$ cat src/rtl/vector_wb_buffer_if.sv
// -----------------------------------------------------------------------------
// vector_wb_buffer_if
// Register-file write port between the vector writeback buffer (master) and the
// vector register file (slave). It carries one beat per accepted transfer.
//   rf_valid_o  master->slave  head entry valid
//   rf_ready_i  slave->master  register file accepts the head this cycle
//   rf_en_o     master->slave  head lane enables
//   rf_addr_o   master->slave  head destination vector register
//   rf_data_o   master->slave  head lane data, lane k at [k*DATA_WIDTH +: DATA_WIDTH]
// -----------------------------------------------------------------------------
interface vector_wb_buffer_if #(
    parameter int VECTOR_LANES = 8,
    parameter int DATA_WIDTH   = 32,
    parameter int ADDR_W       = 5
);
    logic                               rf_valid_o;
    logic                               rf_ready_i;
    logic [VECTOR_LANES-1:0]            rf_en_o;
    logic [ADDR_W-1:0]                  rf_addr_o;
    logic [VECTOR_LANES*DATA_WIDTH-1:0] rf_data_o;

    modport master (
        output rf_valid_o,
        input  rf_ready_i,
        output rf_en_o,
        output rf_addr_o,
        output rf_data_o
    );

    modport slave (
        input  rf_valid_o,
        output rf_ready_i,
        input  rf_en_o,
        input  rf_addr_o,
        input  rf_data_o
    );
endinterface

$ cat src/rtl/vector_wb_buffer.sv
// -----------------------------------------------------------------------------
// vector_wb_buffer
// In-order writeback FIFO between the vector execution stage (no backpressure)
// and the vector register-file write port. Each accepted beat later produces a
// one-cycle retire pulse that carries the beat's ticket.
// Optional feature macro: VECTOR_WB_FWD_EN. When it is defined, the buffer
// runs a youngest-match forwarding lookup over the buffered entries. When it
// is undefined, the forwarding outputs are tied to zero.
// Ports:
//   clk, rst_n          clock, asynchronous active-low reset
//   wr_en_i/addr/data/ticket_i  writeback beat (present when any enable set)
//   rf                  register-file write port (vector_wb_buffer_if.master)
//   retire_valid_o/ticket_o     one-cycle pulse per beat written
//   stall_o             issue throttle (free entries < STALL_THRESHOLD)
//   count_o             occupied entries
//   overflow_o          sticky flag: a beat was dropped
//   idle_o              FIFO empty and no retire pending
//   fwd_addr_i/fwd_en_o/fwd_data_o  forwarding lookup
// -----------------------------------------------------------------------------
module vector_wb_buffer #(
    parameter int VECTOR_REGISTERS   = 32,
    parameter int VECTOR_LANES       = 8,
    parameter int DATA_WIDTH         = 32,
    parameter int VECTOR_TICKET_BITS = 5,
    parameter int DEPTH              = 8,
    parameter int STALL_THRESHOLD    = 4,
    localparam int ADDR_W = $clog2(VECTOR_REGISTERS),
    localparam int PTR_W  = $clog2(DEPTH),
    localparam int CNT_W  = $clog2(DEPTH) + 1
) (
    input  logic                               clk,
    input  logic                               rst_n,
    input  logic [VECTOR_LANES-1:0]            wr_en_i,
    input  logic [ADDR_W-1:0]                  wr_addr_i,
    input  logic [VECTOR_LANES*DATA_WIDTH-1:0] wr_data_i,
    input  logic [VECTOR_TICKET_BITS-1:0]      wr_ticket_i,
    vector_wb_buffer_if.master                 rf,
    output logic                               retire_valid_o,
    output logic [VECTOR_TICKET_BITS-1:0]      retire_ticket_o,
    output logic                               stall_o,
    output logic [CNT_W-1:0]                   count_o,
    output logic                               overflow_o,
    output logic                               idle_o,
    input  logic [ADDR_W-1:0]                  fwd_addr_i,
    output logic [VECTOR_LANES-1:0]            fwd_en_o,
    output logic [VECTOR_LANES*DATA_WIDTH-1:0] fwd_data_o
);
    localparam logic [CNT_W-1:0] FULL_COUNT   = CNT_W'(DEPTH);
    localparam logic [CNT_W-1:0] THRESH_COUNT = CNT_W'(STALL_THRESHOLD);

    // Payload storage is deliberately left out of reset.
    logic [VECTOR_LANES-1:0]            en_mem_r     [DEPTH];
    logic [ADDR_W-1:0]                  addr_mem_r   [DEPTH];
    logic [VECTOR_LANES*DATA_WIDTH-1:0] data_mem_r   [DEPTH];
    logic [VECTOR_TICKET_BITS-1:0]      ticket_mem_r [DEPTH];

    logic [PTR_W-1:0]              wr_ptr_r;
    logic [PTR_W-1:0]              rd_ptr_r;
    logic [CNT_W-1:0]              count_r;
    logic                          retire_valid_r;
    logic [VECTOR_TICKET_BITS-1:0] retire_ticket_r;
    logic                          overflow_r;
    logic                          stall_r;

    logic             push_s;
    logic             pop_s;
    logic             empty_s;
    logic             accept_s;
    logic [CNT_W-1:0] count_next_s;
    logic             stall_next_s;

    assign push_s  = |wr_en_i;
    assign empty_s = (count_r == {CNT_W{1'b0}});
    assign pop_s   = ~empty_s & rf.rf_ready_i;
    // When the FIFO is full, a push is accepted only if the head leaves on the same edge.
    assign accept_s = push_s & ((count_r != FULL_COUNT) | pop_s);

    // Next occupancy and the stall hint derived from it.
    always_comb begin
        count_next_s = count_r;
        if (accept_s & ~pop_s) begin
            count_next_s = count_r + CNT_W'(1);
        end else if (pop_s & ~accept_s) begin
            count_next_s = count_r - CNT_W'(1);
        end else begin
            count_next_s = count_r;
        end
        stall_next_s = ((FULL_COUNT - count_next_s) < THRESH_COUNT);
    end

    // Control state: pointers, occupancy, retire pulse, sticky overflow, stall.
    always_ff @(posedge clk or negedge rst_n) begin
        if (!rst_n) begin
            wr_ptr_r        <= {PTR_W{1'b0}};
            rd_ptr_r        <= {PTR_W{1'b0}};
            count_r         <= {CNT_W{1'b0}};
            retire_valid_r  <= 1'b0;
            retire_ticket_r <= {VECTOR_TICKET_BITS{1'b0}};
            overflow_r      <= 1'b0;
            stall_r         <= 1'b0;
        end else begin
            if (accept_s) wr_ptr_r <= wr_ptr_r + PTR_W'(1);
            if (pop_s) begin
                rd_ptr_r        <= rd_ptr_r + PTR_W'(1);
                retire_ticket_r <= ticket_mem_r[rd_ptr_r];
            end
            if (push_s & ~accept_s) overflow_r <= 1'b1;
            count_r        <= count_next_s;
            stall_r        <= stall_next_s;
            retire_valid_r <= pop_s;
        end
    end

    // Payload write at the write pointer for each accepted beat.
    always_ff @(posedge clk) begin
        if (accept_s) begin
            en_mem_r[wr_ptr_r]     <= wr_en_i;
            addr_mem_r[wr_ptr_r]   <= wr_addr_i;
            data_mem_r[wr_ptr_r]   <= wr_data_i;
            ticket_mem_r[wr_ptr_r] <= wr_ticket_i;
        end
    end

    // Head entry presented to the register file; the outputs are zero when the FIFO is empty.
    always_comb begin
        rf.rf_valid_o = ~empty_s;
        if (empty_s) begin
            rf.rf_en_o   = {VECTOR_LANES{1'b0}};
            rf.rf_addr_o = {ADDR_W{1'b0}};
            rf.rf_data_o = {(VECTOR_LANES*DATA_WIDTH){1'b0}};
        end else begin
            rf.rf_en_o   = en_mem_r[rd_ptr_r];
            rf.rf_addr_o = addr_mem_r[rd_ptr_r];
            rf.rf_data_o = data_mem_r[rd_ptr_r];
        end
    end

    assign retire_valid_o  = retire_valid_r;
    assign retire_ticket_o = retire_ticket_r;
    assign stall_o         = stall_r;
    assign count_o         = count_r;
    assign overflow_o      = overflow_r;
    assign idle_o          = empty_s & ~retire_valid_r;

`ifdef VECTOR_WB_FWD_EN
    // The scan runs from oldest to youngest, so the last match (the youngest) wins.
    // The head that is being popped this cycle still takes part in the lookup.
    always_comb begin
        fwd_en_o   = {VECTOR_LANES{1'b0}};
        fwd_data_o = {(VECTOR_LANES*DATA_WIDTH){1'b0}};
        for (int i = 0; i < DEPTH; i++) begin
            if ((i < int'(count_r)) &&
                (addr_mem_r[rd_ptr_r + PTR_W'(i)] == fwd_addr_i)) begin
                fwd_en_o   = en_mem_r[rd_ptr_r + PTR_W'(i)];
                fwd_data_o = data_mem_r[rd_ptr_r + PTR_W'(i)];
            end else begin
                fwd_en_o   = fwd_en_o;
                fwd_data_o = fwd_data_o;
            end
        end
    end
`else
    logic unused_fwd_s;
    assign unused_fwd_s = ^fwd_addr_i;
    assign fwd_en_o     = {VECTOR_LANES{1'b0}};
    assign fwd_data_o   = {(VECTOR_LANES*DATA_WIDTH){1'b0}};
`endif

endmodule

$ cat src/flat_wrapper.sv
// flat-port wrapper written by rule: the top's interface ports become plain ports
module vector_wb_buffer_flat 
#(
    parameter int VECTOR_REGISTERS   = 32,
    parameter int VECTOR_LANES       = 8,
    parameter int DATA_WIDTH         = 32,
    parameter int VECTOR_TICKET_BITS = 5,
    parameter int DEPTH              = 8,
    parameter int STALL_THRESHOLD    = 4,
    localparam int ADDR_W = $clog2(VECTOR_REGISTERS),
    localparam int PTR_W  = $clog2(DEPTH),
    localparam int CNT_W  = $clog2(DEPTH) + 1
)
  (clk, rst_n, wr_en_i, wr_addr_i, wr_data_i, wr_ticket_i, retire_valid_o, retire_ticket_o, stall_o, count_o, overflow_o, idle_o, fwd_addr_i, fwd_en_o, fwd_data_o, rf_rf_valid_o, rf_rf_ready_i, rf_rf_en_o, rf_rf_addr_o, rf_rf_data_o);
  vector_wb_buffer_if #(.VECTOR_LANES(VECTOR_LANES), .DATA_WIDTH(DATA_WIDTH), .ADDR_W(5)) rf_i ();
  input  logic clk;
  input  logic rst_n;
  input  logic [VECTOR_LANES-1:0] wr_en_i;
  input  logic [ADDR_W-1:0] wr_addr_i;
  input  logic [VECTOR_LANES*DATA_WIDTH-1:0] wr_data_i;
  input  logic [VECTOR_TICKET_BITS-1:0] wr_ticket_i;
  output logic retire_valid_o;
  output logic [VECTOR_TICKET_BITS-1:0] retire_ticket_o;
  output logic stall_o;
  output logic [CNT_W-1:0] count_o;
  output logic overflow_o;
  output logic idle_o;
  input  logic [ADDR_W-1:0] fwd_addr_i;
  output logic [VECTOR_LANES-1:0] fwd_en_o;
  output logic [VECTOR_LANES*DATA_WIDTH-1:0] fwd_data_o;
  output wire logic [$bits(rf_i.rf_valid_o)-1:0] rf_rf_valid_o;
  input wire logic [$bits(rf_i.rf_ready_i)-1:0] rf_rf_ready_i;
  output wire logic [$bits(rf_i.rf_en_o)-1:0] rf_rf_en_o;
  output wire logic [$bits(rf_i.rf_addr_o)-1:0] rf_rf_addr_o;
  output wire logic [$bits(rf_i.rf_data_o)-1:0] rf_rf_data_o;
  assign rf_rf_valid_o = rf_i.rf_valid_o;
  assign rf_i.rf_ready_i = rf_rf_ready_i;
  assign rf_rf_en_o = rf_i.rf_en_o;
  assign rf_rf_addr_o = rf_i.rf_addr_o;
  assign rf_rf_data_o = rf_i.rf_data_o;
  vector_wb_buffer #(.VECTOR_REGISTERS(VECTOR_REGISTERS), .VECTOR_LANES(VECTOR_LANES), .DATA_WIDTH(DATA_WIDTH), .VECTOR_TICKET_BITS(VECTOR_TICKET_BITS), .DEPTH(DEPTH), .STALL_THRESHOLD(STALL_THRESHOLD)) u_core (.clk(clk), .rst_n(rst_n), .wr_en_i(wr_en_i), .wr_addr_i(wr_addr_i), .wr_data_i(wr_data_i), .wr_ticket_i(wr_ticket_i), .rf(rf_i), .retire_valid_o(retire_valid_o), .retire_ticket_o(retire_ticket_o), .stall_o(stall_o), .count_o(count_o), .overflow_o(overflow_o), .idle_o(idle_o), .fwd_addr_i(fwd_addr_i), .fwd_en_o(fwd_en_o), .fwd_data_o(fwd_data_o));
endmodule
$ cat config.mk
export PLATFORM = sky130hd
export DESIGN_NAME = vector_wb_buffer_flat
export DESIGN_NICKNAME = d
export VERILOG_FILES = /design/src/rtl/vector_wb_buffer_if.sv /design/src/rtl/vector_wb_buffer.sv /design/src/flat_wrapper.sv
export SDC_FILE = /design/constraint.sdc
export NUM_CORES = 2
export LEC_CHECK = 0
export BUFFER_PORTS_ARGS = -buffer_cell sky130_fd_sc_hd__buf_2
export CAP_MARGIN = 20
export CORE_ASPECT_RATIO = 0.6
export CORE_MARGIN = 4
export CORE_UTILIZATION = 59
export CTS_CLUSTER_SIZE = 20
export DETAILED_ROUTE_END_ITERATION = 8
export PLACE_DENSITY = 0.81
export SLEW_MARGIN = 25
export SYNTH_ARGS = -nofsm -noshare
export SYNTH_HDL_FRONTEND = slang
export SYNTH_SLANG_ARGS = --single-unit
$ cat constraint.sdc
create_clock -name clk -period 32 [get_ports clk]
set_input_delay 1.6 -clock clk [delete_from_list [all_inputs] [get_ports clk]]
set_output_delay 1.6 -clock clk [all_outputs]
set_load 0.005 [all_outputs]
==> impl_metrics.json <==
{
  "result_of_the_run": "complete, no violations",
  "drv_cap": 0,
  "dr.max_layer_used": "met5",
  "gp_congestion": 0.7654,
  "antenna_violations_before_repair": 72,
  "route.final.wire_length_um": 183000,
  "ys_async_sr_fraction": 0.008145,
  "netlist.top_cell.by_area": "edfxtp_1",
  "worst_ir_drop_vdd_mv": 0.08900,
  "critical-path-max-stage-delay_ps": 1010,
  "wl_per_cell_um": 27.76,
  "cts.path.max_buffers": 3,
  "die_area_um2": 151700,
  "count_of_flip_flops_with_a_built_in_enable_after_synthesis": 2192,
  "synthTopCellsByCount": "2192 x edfxtp_1, 548 x mux4_2, 279 x mux2i_1",
  "netlist_area_um2": 85760,
  "post_cts_resize_count": 0,
  "rsz_0062_raised_after_global_routing": "false",
  "critPathCaptureType": "output port",
  "required_ps": 30400,
  "place.port_buffers": 559,
  "cts-root-buf": "clkbuf_16",
  "detailedPlacementHpwl_um": 99710,
  "worst_hold_slack_ps": 476.2,
  "drt_iter0_markers": 4078,
  "post_synth_num_cell_types": 40,
  "netlist.area_leader.share": 0.7675,
  "drt_first_pass_iters": 6,
  "via_per_instance_ratio": 6.024,
  "std_cell_rows": 108,
  "worstSetupPathType": "register to output port",
  "worstSkewPairLatency_ps": 810,
  "proportion_of_synthesized_chip_area_in_sequential_cells": 0.7728,
  "syn-mean-instance-area_um2": 22.34,
  "power.density_nw_per_um2": 100.1,
  "cp_cell_sequence": "buf_4 > buf_4 > buf_12 > mux4_2 > mux2i_1 > nor2_1 > buf_2",
  "die_height_um": 303.3,
  "yosysWarnings": 0,
  "leakage_nw": 32.42,
  "leading_cell_types_by_total_area_after_synthesis": "edfxtp_1 77%, mux4_2 14%, mux2i_1 3.3%, buf_4 2.3%, nor2_1 1.2%",
  "io_pins": 829,
  "post-route-period-util": 0.2228,
  "synthFlopType": "edfxtp_1",
  "wl_met3_um": 14860,
  "cts_hold_buffers": 0,
  "timing_max_transition_violations_final": 0,
  "max_slew_margin": 0.2898,
  "gr-total-overflow": 0,
  "fin_worst_skew_ps": 57.78,
  "nets": 4746,
  "cts.htree.levels": 4,
  "netlist_instances": 3838,
  "detail_route.drc_violations": 0,
  "critical_path.most_common_cell": "buf_4",
  "min_path_type": "register to register",
  "clkSlewWorstSetupHoldPaths_ps": 70,
  "largest_net_degree_at_the_start_of_global_routing": 147,
  "die_width_um": 500.2,
  "worst_path_max_delay_cell": "dfrtp_4",
  "syn_to_final_growth_pct": 11.60,
  "period_needed_ps": 7130,
  "fp.coreArea_um2": 144500,
  "via_count_of_the_first_global_routing_pass": 40220,
  "metal_1_wl_um": 70740,
  "synth_seq_cells": 2210,
  "clock-sinks": 2210,
  "wl_met2_um": 91480,
  "finalSetupViolations": 0,
  "post_cts_repair_setup_buffers": 0,
  "cts_made_buffers": 185,
  "synth_most_common_cell": "edfxtp_1",
  "design_power_total_w": 0.009581,
  "tns_ps": 0,
  "drive_above_1_share": 0.3146,
  "hold_violations": 0,
  "crit_fanout": 110,
  "tritoncts_clock_tree": "built",
  "max_freq_mhz": 140.3,
  "buffers_inverters_on_critical_path": 4,
  "vias": 39700,
  "grt_usage": 0.2377,
  "initial_utilization": 0.5937,
  "max_slew.worst_pin.slew_ps": 1065,
  "final_antenna_net_count": 0,
  "path_delay_family": "buffers and inverters",
  "critical_path_arrival_ps": 5530,
  "grt_first_pass_wirelength_um": 266000,
  "timing.critical_path.from_type": "register"
}
[worst paths after layout]
path                                         start                  endpoint  slack, ps  depth (start not counted)
worst max-delay path            u_core.rd_ptr_r[0]         rf_rf_data_o[101]      24870                          7
worst min-delay path             u_core.overflow_o         u_core.overflow_o        480                          2
worst max register to register   u_core.count_o[0]  u_core.data_mem_r[7][63]      27240                         10
worst min register to register   u_core.overflow_o         u_core.overflow_o        480                          2
max in group asynchronous                    rst_n        u_core.rd_ptr_r[1]      30840                          1
min in group asynchronous                    rst_n         u_core.overflow_o        750                          1
[through the flow]
| step | utilization | setup slack, ps | instances | cell area [µm²] |
|---|---|---|---|---|
| 2_1_floorplan | - | 2546 | 4101 | 86750 |
| 3_3_place_gp | 0.6215 | 25520 | 6197 | 89780 |
| 3_5_place_dp | 0.6216 | 25500 | 6197 | 89790 |
| 4_1_cts | 0.6612 | 24660 | 6527 | 95520 |
| 5_1_grt | 0.6621 | 24270 | 6568 | 95650 |
| 6_report | 0.6625 | 24870 | 6591 | 95710 |
[worst reg2reg max path, cell delays in order, from the launching register on]
cell	delay [ps]
dfrtp_1	490
inv_1	140
ha_1	280
nor2b_4	160
nand2_1	170
o21a_1	170
nand2_1	230
nor2_4	560
buf_4	510
buf_12	660
buf_4	970
[registers in the layout, indices dropped and copies added (netlist names), 3 cells and up]
signal,cells
u_core.addr_mem_r,40
u_core.count_o,4
u_core.data_mem_r,2048
u_core.retire_ticket_o,5
u_core.wr_ptr_r,3
u_core.rd_ptr_r,3
u_core.en_mem_r,64
u_core.ticket_mem_r,40
[layout make-up]
cell class / instances / area [µm²]
Fill cell: 8856 / 48750
Sequential cell: 2210 / 66280
Clock buffer: 225 / 4822
Clock inverter: 105 / 908.4
Inverter: 5 / 23.77
Tap cell: 1925 / 2409
Antenna cell: 63 / 157.7
Multi-Input combinational cell: 1437 / 17700
Timing Repair Buffer: 621 / 3403
[placed cells by master, fill, tap and decap left out, types with 4 or more instances in the layout]
cell type / count
ha_1: 4
buf_12: 9
nand2_1: 19
clkbuf_16: 187
clkinv_2: 36
conb_1: 264
o21ai_0: 7
mux2i_1: 279
clkinv_16: 4
xnor2_1: 5
mux4_2: 548
dfrtp_1: 15
buf_4: 50
nand2b_1: 5
clkinvlp_4: 9
clkinv_1: 33
clkbuf_1: 38
nor2_1: 273
inv_6: 11
buf_2: 559
diode_2: 63
edfxtp_1: 2192
bufinv_16: 10
[layer usage]
metal / vias up / global-route usage
met5: - / 0
met4: 32 / 0.09007
met3: 325 / 0.05663
met2: 1793 / 0.3742
met1: 21010 / 0.3311
li1: 16540 / -
[cells by family (layout without fill, tap and decap cells)]
family                     after synthesis  in the layout  synth area share
DFF                                   2210           2210            0.7728
muxes                                  828            828            0.1767
buffers and inverters                  454            956           0.03300
and+or+nand+nor                        317            317           0.01484
AOI/OAI and AO/OA                       18             18          0.001401
xor gates and xnor gates                 6              6         0.0006128
adders and majority gates                4              4         0.0005836
other                                    1            327        0.00004373
[where the power goes]
group / internal [W] / switching, W
registers: 0.00406 / 0.000225
logic: 0.00132 / 0.00181
clock network: 0.00116 / 0.00100
Power figures use the tool's default switching activity.
